`src/rtl/ifetch_stage.sv`:
```
// Instruction fetch stage: owns the PC, a write-loadable instruction memory and a
// 2-entry {pc, instr} buffer feeding decode. Optional IFETCH_PERF_EN adds stall_cnt.
module ifetch_stage #(
   parameter int                 ADDR_W  = 4,
   parameter int                 INSTR_W = 8,
   parameter logic [INSTR_W-1:0] HALT_OP = 8'hFF
) (
   input  logic               clk,
   input  logic               rst_n,
   input  logic               start,
   input  logic               redirect_valid,
   input  logic [ADDR_W-1:0]  redirect_addr,
   input  logic               imem_we,
   input  logic [ADDR_W-1:0]  imem_waddr,
   input  logic [INSTR_W-1:0] imem_wdata,
   output logic               out_valid,
   input  logic               out_ready,
   output logic [INSTR_W-1:0] out_instr,
   output logic [ADDR_W-1:0]  out_pc,
   output logic [ADDR_W-1:0]  pc,
   output logic               halted
`ifdef IFETCH_PERF_EN
   ,
   output logic [15:0]        stall_cnt
`endif
);

   typedef enum logic [1:0] {IDLE, FETCH, HALT} state_t;

   state_t             state;
   logic [INSTR_W-1:0] mem [2**ADDR_W];
   logic [ADDR_W-1:0]  buf_pc [2];
   logic [INSTR_W-1:0] buf_instr [2];
   logic [1:0]         count;
   logic [INSTR_W-1:0] fetch_instr;
   logic               pop;
   logic               push;

   assign fetch_instr = mem[pc];
   assign out_valid   = (count != 2'd0) && !redirect_valid;
   assign pop         = out_valid && out_ready;
   assign push        = (state == FETCH) && !redirect_valid && ((count < 2'd2) || pop);
   assign out_pc      = buf_pc[0];
   assign out_instr   = buf_instr[0];

   // Memory is deliberately not reset; the read is combinational so a write lands after the edge.
   always_ff @(posedge clk) begin
      if (imem_we) begin
         mem[imem_waddr] <= imem_wdata;
      end
   end

   // Slot 0 is always the head; a redirect discards everything buffered.
   always_ff @(posedge clk or negedge rst_n) begin
      if (!rst_n) begin
         count        <= 2'd0;
         buf_pc[0]    <= '0;
         buf_pc[1]    <= '0;
         buf_instr[0] <= '0;
         buf_instr[1] <= '0;
      end else if (redirect_valid) begin
         count <= 2'd0;
      end else begin
         case ({push, pop})
            2'b10: begin
               if (count == 2'd0) begin
                  buf_pc[0]    <= pc;
                  buf_instr[0] <= fetch_instr;
               end else begin
                  buf_pc[1]    <= pc;
                  buf_instr[1] <= fetch_instr;
               end
               count <= count + 2'd1;
            end
            2'b01: begin
               buf_pc[0]    <= buf_pc[1];
               buf_instr[0] <= buf_instr[1];
               count        <= count - 2'd1;
            end
            2'b11: begin
               if (count == 2'd1) begin
                  buf_pc[0]    <= pc;
                  buf_instr[0] <= fetch_instr;
               end else begin
                  buf_pc[0]    <= buf_pc[1];
                  buf_instr[0] <= buf_instr[1];
                  buf_pc[1]    <= pc;
                  buf_instr[1] <= fetch_instr;
               end
            end
            default: ;
         endcase
      end
   end

   always_ff @(posedge clk or negedge rst_n) begin
      if (!rst_n) begin
         state  <= IDLE;
         pc     <= '0;
         halted <= 1'b0;
      end else if (redirect_valid) begin
         pc     <= redirect_addr;
         halted <= 1'b0;
         if ((state == IDLE) && !start) begin
            state <= IDLE;
         end else begin
            state <= FETCH;
         end
      end else begin
         case (state)
            IDLE: begin
               if (start) begin
                  state <= FETCH;
               end
            end
            FETCH: begin
               if (push) begin
                  pc <= pc + 1'b1;
                  if (fetch_instr == HALT_OP) begin
                     state  <= HALT;
                     halted <= 1'b1;
                  end
               end
            end
            HALT: ;
            default: state <= IDLE;
         endcase
      end
   end

`ifdef IFETCH_PERF_EN
   // Counts cycles the decoder refuses a valid head; saturates rather than wrapping.
   always_ff @(posedge clk or negedge rst_n) begin
      if (!rst_n) begin
         stall_cnt <= 16'd0;
      end else if (redirect_valid) begin
         stall_cnt <= 16'd0;
      end else if (out_valid && !out_ready && (stall_cnt != 16'hFFFF)) begin
         stall_cnt <= stall_cnt + 16'd1;
      end
   end
`endif

endmodule

```
`config.mk`:
```
export PLATFORM = sky130hd
export DESIGN_NAME = ifetch_stage
export DESIGN_NICKNAME = d
export VERILOG_FILES = /design/src/rtl/ifetch_stage.sv
export SDC_FILE = /design/constraint.sdc
export NUM_CORES = 1
export LEC_CHECK = 0
export BUFFER_PORTS_ARGS = -buffer_cell sky130_fd_sc_hd__buf_2
export CORE_MARGIN = 1.5
export CORE_UTILIZATION = 30
export CTS_BUF_LIST = sky130_fd_sc_hd__clkbuf_16
export DETAILED_ROUTE_END_ITERATION = 8
export PLACE_DENSITY = 0.41
export SKIP_CTS_REPAIR_TIMING = 1
export SYNTH_ARGS = -nofsm -noshare
export SYNTH_HDL_FRONTEND = slang
export SYNTH_SLANG_ARGS = --single-unit
export TNS_END_PERCENT = 20
```
`constraint.sdc`:
```
create_clock -name clk -period 3 [get_ports clk]
set_clock_uncertainty 0.15 [all_clocks]
set_input_delay 0.3 -clock clk [delete_from_list [all_inputs] [get_ports clk]]
set_output_delay 0.3 -clock clk [all_outputs]
set_load 0.01 [all_outputs]
```
; After elaboration in Yosys (flattened, before gate mapping)
; Memories as Yosys holds them, arrays and structs flattened.
; Index checks and enable logic that the tools add are counted.
[op_classes]
n_reduce_logical = 22
n_eq_ne = 14
add_sub_neg = 3
order_cmp = 1
bitwise_logic = 1
mux = 29
[ops]
columns = operator, n
row1 = $mux W8, 4
row2 = $mux W4, 7
row3 = $pmux W8 S3, 1
row4 = $pmux W8 S2, 1
row5 = $pmux W4 S3, 1
row6 = $mux W2, 5
row7 = $reduce_bool A2 Y1, 5
row8 = $eq A8 B8 Y1 const B, 1
row9 = $ne A2 B2 Y1 const B, 4
row10 = $pmux W4 S2, 1
row11 = $reduce_and A4 Y1, 2
row12 = $mux W1, 7
row13 = $eq A2 B1 Y1 const B, 3
row14 = $eq A2 B2 Y1 const B, 3
row15 = $ne A3 B3 Y1 const B, 2
row16 = $pmux W2 S3, 1
row17 = $reduce_and A3 Y1, 2
row18 = $reduce_bool A3 Y1, 2
row19 = $logic_and A1 B1 Y1, 5
row20 = $add A4 B1 Y4 const B, 1
row21 = $logic_not A2 Y1, 2
row22 = $pmux W2 S2, 1
row23 = $ne A3 B2 Y1 const B, 1
row24 = $add A2 B1 Y2 const B, 1
row25 = 6 further kinds, 7
[totals]
mem_count = 1
ram_bits = 128
in_bits = 22
ff_bits = 33
[mem_list]
columns = memory, words, width, read_ports, rd_ports_with_merged_regs, write_ports, line
row1 = mem, 16, 8, 1, 0, 1, 31  ; logic [INSTR_W-1:0] mem [2**ADDR_W];

; Longest topological paths before layout
; Gate-level depths: netlist of run 1.
[logic_depth]
word_depth = 8
ltp_mapped = 9

; Worst setup path before layout of run 1
; OpenSTA, ideal clock, no wires.
[synth_path]
path_type = register to register
start = register count[1]
end = register buf_instr[0] (netlist bit)
setup_slack_ps = 384
path_buffers = 1
t_arrival_ps = 2341
path_stages_with_launch = 9
path_cell_list = dfrtp_1 -> inv_1 -> ha_1 -> or3b_4 -> nand2_4 -> nand2_4 -> a2111oi_4 -> buf_6 -> mux2_4
[synth_via]
elab_chain_cells = 8
elab_cells_between_ends = 15
[synth_lines]
columns = item, line
row1 = "start, declared", 34  ; logic [1:0] count;
row2 = "start signal, assigned", 73  ; count <= count + 2'd1;
row3 = "start signal, assigned", 78  ; count <= count - 2'd1;
row4 = $reduce_bool A2 Y1, 40  ; assign out_valid = (count != 2'd0) && !redirect_valid;
row5 = $logic_and A1 B1 Y1, 40
row6 = $logic_and A1 B1 Y1, 41  ; assign pop = out_valid && out_ready;
row7 = $logic_or A1 B1 Y1, 42  ; assign push = (state == FETCH) && !redirect_valid && ((count < 2'd2) || pop);
row8 = $logic_and A1 B1 Y1, 42
row9 = $eq A2 B2 Y1, 64  ; case ({push, pop})
row10 = $ne A2 B2 Y1 (no line) / $reduce_bool A2 Y1 (equally long branches), n/a
row11 = $reduce_and A4 Y1 (no line), n/a
row12 = "end, declared", 33  ; logic [INSTR_W-1:0] buf_instr [2];
; Parallel ways exist; a longest one is shown, timed or not.
; A chain may end at the register's enable or synchronous reset.

; Worst setup path in the final report of run 1
[layout_path]
start = register count[0]
end = register buf_instr[7] (netlist bit)
; Same word-level chain as after synthesis.

==> impl_metrics.toml, run 1 <==
[floorplan]
ioPinCount = 40
coreArea_um2 = 21800
die_w_um = 152
num_rows = 54
die_h_um = 152
dieArea_um2 = 23200
start_util_pct = 30.6

[cts]
clock_latency_ns = 0.42
cts_tree = "done"
cts_buffers = 17
cts_max_level = 4
root_buffer = "clkbuf_16"
clk_pin_slew_ns = 0.06
cts.sinks = 161
cts_buffer_depth = 2

[global_route]
grt_max_degree = 34
grt_overflow = 0
antenna_found_initial = 0
grt_pass1_vias = 3600
grt_first_pass_wirelength_um = 22500
grt_usage_pct = 13.2

[critical_path]
crit_slowest_cell = "or3b_4"
crit_required_ns = 3.15
endpoint_kind = "flip-flop"
path_common_cell = "nand2_4"
arrival_ns = 2.74
r2r_slack_ns = 0.41
crit_family = "simple AND/OR/NAND/NOR gates"
crit_fanout = 12
cp_cell_sequence = "inv_1 > ha_1 > or3b_4 > nand2_4 > nand2_4 > a2111oi_4 > buf_4 > mux2_2"
crit_path_start_kind = "flip-flop"
critPathMaxStageDelay_ns = 0.47
cp_num_buf_inv = 2
critPathKind = "reg2reg"

[layout]
layout-drive-gt1-share_pct = 32.9
final_cell_area_um2 = 7880
syn_to_final_growth_pct = 17.9
fin_nets = 468
stdcell_count = 736
multiInputGateArea_um2 = 1790
nFillCells = 2085
diodes = 0
register_area_um2 = 4670
postLayoutCoreUtil_pct = 36.1

[power]
p_leak_nw = 2.79
powerDensity_nw_per_um2 = 829
irDropWorstVdd_uv = 353

[sta]
relSlewSlack_pct = 48.1
post-route-period-util_pct = 86.5
setup_violations = 0
max_freq_ghz = 0.385
worstMarginPinSlew_ns = 0.778
drv_slew = 0
fin_crit_ns = 2.59
rsz0062_at_grt = "no"
final_hold_viol_count = 0
setup_tns_ns = 0

[yosys]
synth_nets = 406
synthArstFlopShare_pct = 20.5
syn-cell-area_um2 = 6690
seq_area_frac_synth_pct = 69.8
yosysTopAreaCell = "edfxtp_1"
synth_top_area_share_pct = 57.5
syn_avg_cell_area_um2 = 17.5
ys.flop_type = "edfxtp_1"
synth_warnings = 0
synthCells = 381
synth_cell_types = 48
synth-edff-count = 128
synthTopCellsByArea = "edfxtp_1, dfrtp_1, mux4_2, mux2_4, nand2_1"
yosys_register_bits = 161

[placed_design]
dp_hpwl_um = 9270
routabilityCongestion = 0.737
placed_cell_area_um2 = 7250
portBuffers = 39
placedCellCount = 699

[routing]
wl_um = 14600
wire_per_inst_um = 19.8
first_pass_iters = 4
drc = 0
post_drt_via_cell_ratio = 4.76
ant_nets = 0
dr.first_iter.drc_count = 206
vias = 3501

[job]
cap_violations = 0

[outcome]
outcome = "complete, no violations"

[min_path]
hp-class = "in2reg"
==> cells in the final DEF, fill, tap and decap left out, types with 3 or more instances in the layout <==
cell type	synthesis	final
a21oi_1	3	3
clkbuf_16	0	17
o21ai_0	6	6
buf_4	12	25
mux2_2	5	5
inv_6	0	4
buf_2	5	39
nor2_1	26	26
inv_1	5	7
edfxtp_1	128	128
mux2_4	9	9
dfrtp_1	33	32
xnor2_1	3	3
nand2_1	29	29
clkinv_4	0	4
o22ai_1	3	3
nor2b_1	4	4
nor3_1	9	9
nand2b_1	3	3
mux4_2	30	30
dlygate4sd3_1	0	5
a31oi_1	8	8
mux2i_1	4	4
ha_1	3	3
a22oi_1	14	14
==> synthesized netlist by cell type (all sizes together), types with 2 or more instances <==
| cell | n |
|---|---|
| buf | 24 |
| a21oi | 5 |
| nand2 | 31 |
| edfxtp | 128 |
| nor2b | 4 |
| nand2b | 3 |
| ha | 3 |
| nor3 | 9 |
| nand3 | 2 |
| xnor2 | 3 |
| mux4 | 32 |
| clkbuf | 4 |
| dfrtp | 33 |
| inv | 5 |
| nor2 | 27 |
| o31a | 2 |
| a22oi | 14 |
| mux2 | 14 |
| or3b | 2 |
| a31oi | 8 |
| o21ai | 6 |
| o22ai | 3 |
| mux2i | 4 |
| nand3b | 2 |
==> stage by stage <==
| step | worst slack, ns | hold WS (ns) | power [W] |
|---|---|---|---|
| global route | 0.278 | 0.0634 | 0.00690 |
| detailed placement | 0.413 | 0.283 | 0.00453 |
| CTS | 0.400 | -0.174 | 0.00665 |
| floorplan | 0.384 | -0.146 | 0.00410 |
| global placement | 0.444 | 0.265 | 0.00451 |
| finish | 0.406 | 0.0588 | 0.00653 |
==> cell type report <==
| type | instances | area share, % |
|---|---|---|
| Sequential cell | 161 | 59.3 |
| Multi-Input combinational cell | 187 | 22.7 |
| Timing Repair Buffer | 71 | 6.00 |
| Clock buffer | 17 | 5.40 |
| Tap cell | 280 | 4.45 |
| Clock inverter | 15 | 1.95 |
| Inverter | 5 | 0.238 |
==> path summary, 6_finish.rpt <==
check	start	to	cells past startpoint
setup / recovery	count[0]$_DFFE_PN0P_	buf_instr[7]$_DFFE_PN0P_	8
hold / removal	start	state[0]$_DFFE_PN0P_	3
setup reg to reg	count[0]$_DFFE_PN0P_	buf_instr[7]$_DFFE_PN0P_	8
hold reg to reg	buf_instr[7]$_DFFE_PN0P_	buf_instr[7]$_DFFE_PN0P_	1
max in group asynchronous	rst_n	pc[0]$_DFFE_PN0P_	2
min in group asynchronous	rst_n	count[0]$_DFFE_PN0P_	2
==> sequential cells by signal, summed over array words and instances, names as in the netlist <==
register   cells
buf_instr      8
buf_pc         4
count          2
halted         1
mem          128
out_instr      8
out_pc         4
pc             4
state          2
==> per-layer routing <==
| metal | vias to the layer above | routed length, µm | track usage, % |
|---|---|---|---|
| li1 | 1610 | - | - |
| met1 | 1823 | 6750 | 17.8 |
| met2 | 56 | 7180 | 21.5 |
| met3 | 12 | 474 | 3.07 |
| met4 | 0 | 155 | 3.74 |
| met5 | - | 0 | 0 |
==> cells by family (layout without fill, tap and decap cells) <==
family | count (synthesis) | in the layout | synth area share, %
xor gates and xnor gates | 4 | 4 | 0.524
DFF | 161 | 161 | 69.8
adders and majority gates | 3 | 3 | 0.562
AOI/OAI and AO/OA | 45 | 45 | 5.18
buffers and inverters | 33 | 108 | 3.42
and+or+nand+nor | 85 | 85 | 6.10
muxes | 50 | 50 | 14.4
==> worst register-to-register path: cells and delay by family, from the launching register on <==
| family | cells | cell delay (ns) |
|---|---|---|
| AND/OR/NAND/NOR | 3 | 0.62 |
| AO/OA/AOI/OAI | 1 | 0.34 |
| buffers and inverters | 2 | 0.37 |
| adder cells (fa/ha/maj) | 1 | 0.29 |
| flip-flops | 1 | 0.35 |
| multiplexers | 1 | 0.36 |
==> power breakdown <==
group          internal [W]  leakage [nW]  switching [W]
clock network       0.00117         0.288       0.000927
registers           0.00264          1.55       0.000138
logic              0.000790         0.953       0.000861
total               0.00460          2.79        0.00193
Note: power is estimated with default switching activity, not from simulation.
==> run 2: changes to the inputs <==
MAX_ROUTING_LAYER = met4   (was unset)
==> run 2 against run 1 <==
Sequential power about the same. Global-route usage increased by 0.42 points. First-iteration DRC count decreased by 7.8%. Cell count unchanged. Hold slack got worse by 0.0028 ns. Core utilization unchanged. Non-clock buffer count unchanged. Worst setup slack about the same. Critical path type unchanged. Critical endpoint unchanged. Largest power group unchanged. Highest routed layer unchanged.
==> impl_metrics.toml, run 2 (synthesis gave the netlist of run 1 again) <==
[routing]
dr.first_iter.drc_count = 190
wl_um = 14600
wire_per_inst_um = 19.9
ant_nets = 0
first_pass_iters = 4
vias = 3469
drc = 0
post_drt_via_cell_ratio = 4.71

[critical_path]
arrival_ns = 2.75
rr_endpoint = "buf_instr[7]$_DFFE_PN0P_"
critPathKind = "reg2reg"
reg2reg_depth = 8
r2r_start = "count[0]$_DFFE_PN0P_"
r2r_slack_ns = 0.41
crit_path_start_kind = "flip-flop"
endpoint_kind = "flip-flop"
crit_required_ns = 3.15
crit_fanout = 12

[cts]
root_buffer = "clkbuf_16"
cts_buffer_depth = 2
cts.sinks = 161
cts_tree = "done"
clk_pin_slew_ns = 0.06
clock_latency_ns = 0.42
cts_max_level = 4
cts_buffers = 17

[sta]
rsz0062_at_grt = "no"
setup_tns_ns = 0
drv_slew = 0
fin_crit_ns = 2.59
final_hold_viol_count = 0
worstMarginPinSlew_ns = 0.777
relSlewSlack_pct = 48.2
holdWs_ns = 0.0561
max_freq_ghz = 0.385
post-route-period-util_pct = 86.5
setup_violations = 0

[placed_design]
routabilityCongestion = 0.746
dp_hpwl_um = 9270
portBuffers = 39

[layout]
nFillCells = 2085
final_cell_mix = "edfxtp_1, buf_2, dfrtp_1, mux4_2, nand2_1"
regMostFlops = "mem"
syn_to_final_growth_pct = 17.9
diodes = 0
fin_nets = 468
layout-drive-gt1-share_pct = 32.9
layout.cells.most_common = "edfxtp_1"
postLayoutCoreUtil_pct = 36.1
largest_register_ffs = 128

[min_path]
hp-class = "in2reg"
hold_depth = 3
min_to = "state[0]$_DFFE_PN0P_"
worst_hold_startpoint = "start"

[global_route]
antenna_found_initial = 0
grt_overflow = 0
grt_usage_pct = 13.6
grt_pass1_vias = 3591
grt_max_degree = 34
grt_first_pass_wirelength_um = 22500

[power]
powerDensity_nw_per_um2 = 830
irDropWorstVdd_uv = 353
p_leak_nw = 2.79
finalPower_w = 0.00654

[floorplan]
die_h_um = 152
coreArea_um2 = 21800
num_rows = 54
dieArea_um2 = 23200
die_w_um = 152
ioPinCount = 40
start_util_pct = 30.6

[job]
cap_violations = 0

[outcome]
outcome = "complete, no violations"
## run 2: cell counts in the layout (fill, tap and decap cells not counted)
Identical to the previous run, type by type.
## run 2: worst max path at each step
stage | from | depth (start not counted) | slack, ns | endpoint
finish | count[0]$_DFFE_PN0P_ | 8 | 0.41 | buf_instr[7]$_DFFE_PN0P_
CTS | count[0]$_DFFE_PN0P_ | 8 | 0.40 | buf_instr[7]$_DFFE_PN0P_
floorplan | count[1]$_DFFE_PN0P_ | 8 | 0.38 | buf_instr[0]$_DFFE_PN0P_
global route | count[0]$_DFFE_PN0P_ | 8 | 0.27 | buf_instr[7]$_DFFE_PN0P_
detailed placement | count[0]$_DFFE_PN0P_ | 8 | 0.41 | buf_pc[3]$_DFFE_PN0P_
global placement | count[0]$_DFFE_PN0P_ | 8 | 0.44 | buf_instr[7]$_DFFE_PN0P_
## run 2: cell type report
cell class	instances	area (µm²)	share of cell area [%]
clock inverter	15	154	1.95
tap	280	350	4.45
clock buffer	17	425	5.40
timing repair buffer	71	473	6.00
sequential	161	4670	59.3
multi-input combinational	187	1790	22.7
inverter	5	18.8	0.238
## run 2: layer usage
| metal | global-route usage (%) | part of all wire, % | up-vias |
|---|---|---|---|
| met4 | 3.19 | 1.0 | 0 |
| met2 | 21.4 | 49 | 46 |
| li1 | - | - | 1611 |
| met5 | - | 0 | - |
| met1 | 17.9 | 47 | 1800 |
| met3 | 3.33 | 2.6 | 12 |
## run 2: worst max-delay path: stages (launching register included)
cell       delay [ns]
dfrtp_1          0.35
inv_1            0.07
ha_1             0.28
or3b_4           0.47
nand2_4          0.09
nand2_4          0.06
a2111oi_4        0.34
buf_4            0.30
mux2_2           0.36
## run 2: through the flow
step                      std cells  setup slack, ns  cell area [µm²]
after floorplan                 381            0.384             6690
after global placement          699            0.444             7250
after detailed placement        699            0.413             7250
after CTS                       731            0.400             7830
after global routing            736            0.274             7880
final                           736            0.405             7880
## run 2: where the power goes
| group | switching, W | internal (W) | total (W) |
|---|---|---|---|
| Combinational | 0.000861 | 0.000790 | 0.00165 |
| Clock | 0.000934 | 0.00117 | 0.00210 |
| Sequential | 0.000137 | 0.00264 | 0.00278 |
| Total | 0.00193 | 0.00460 | 0.00654 |
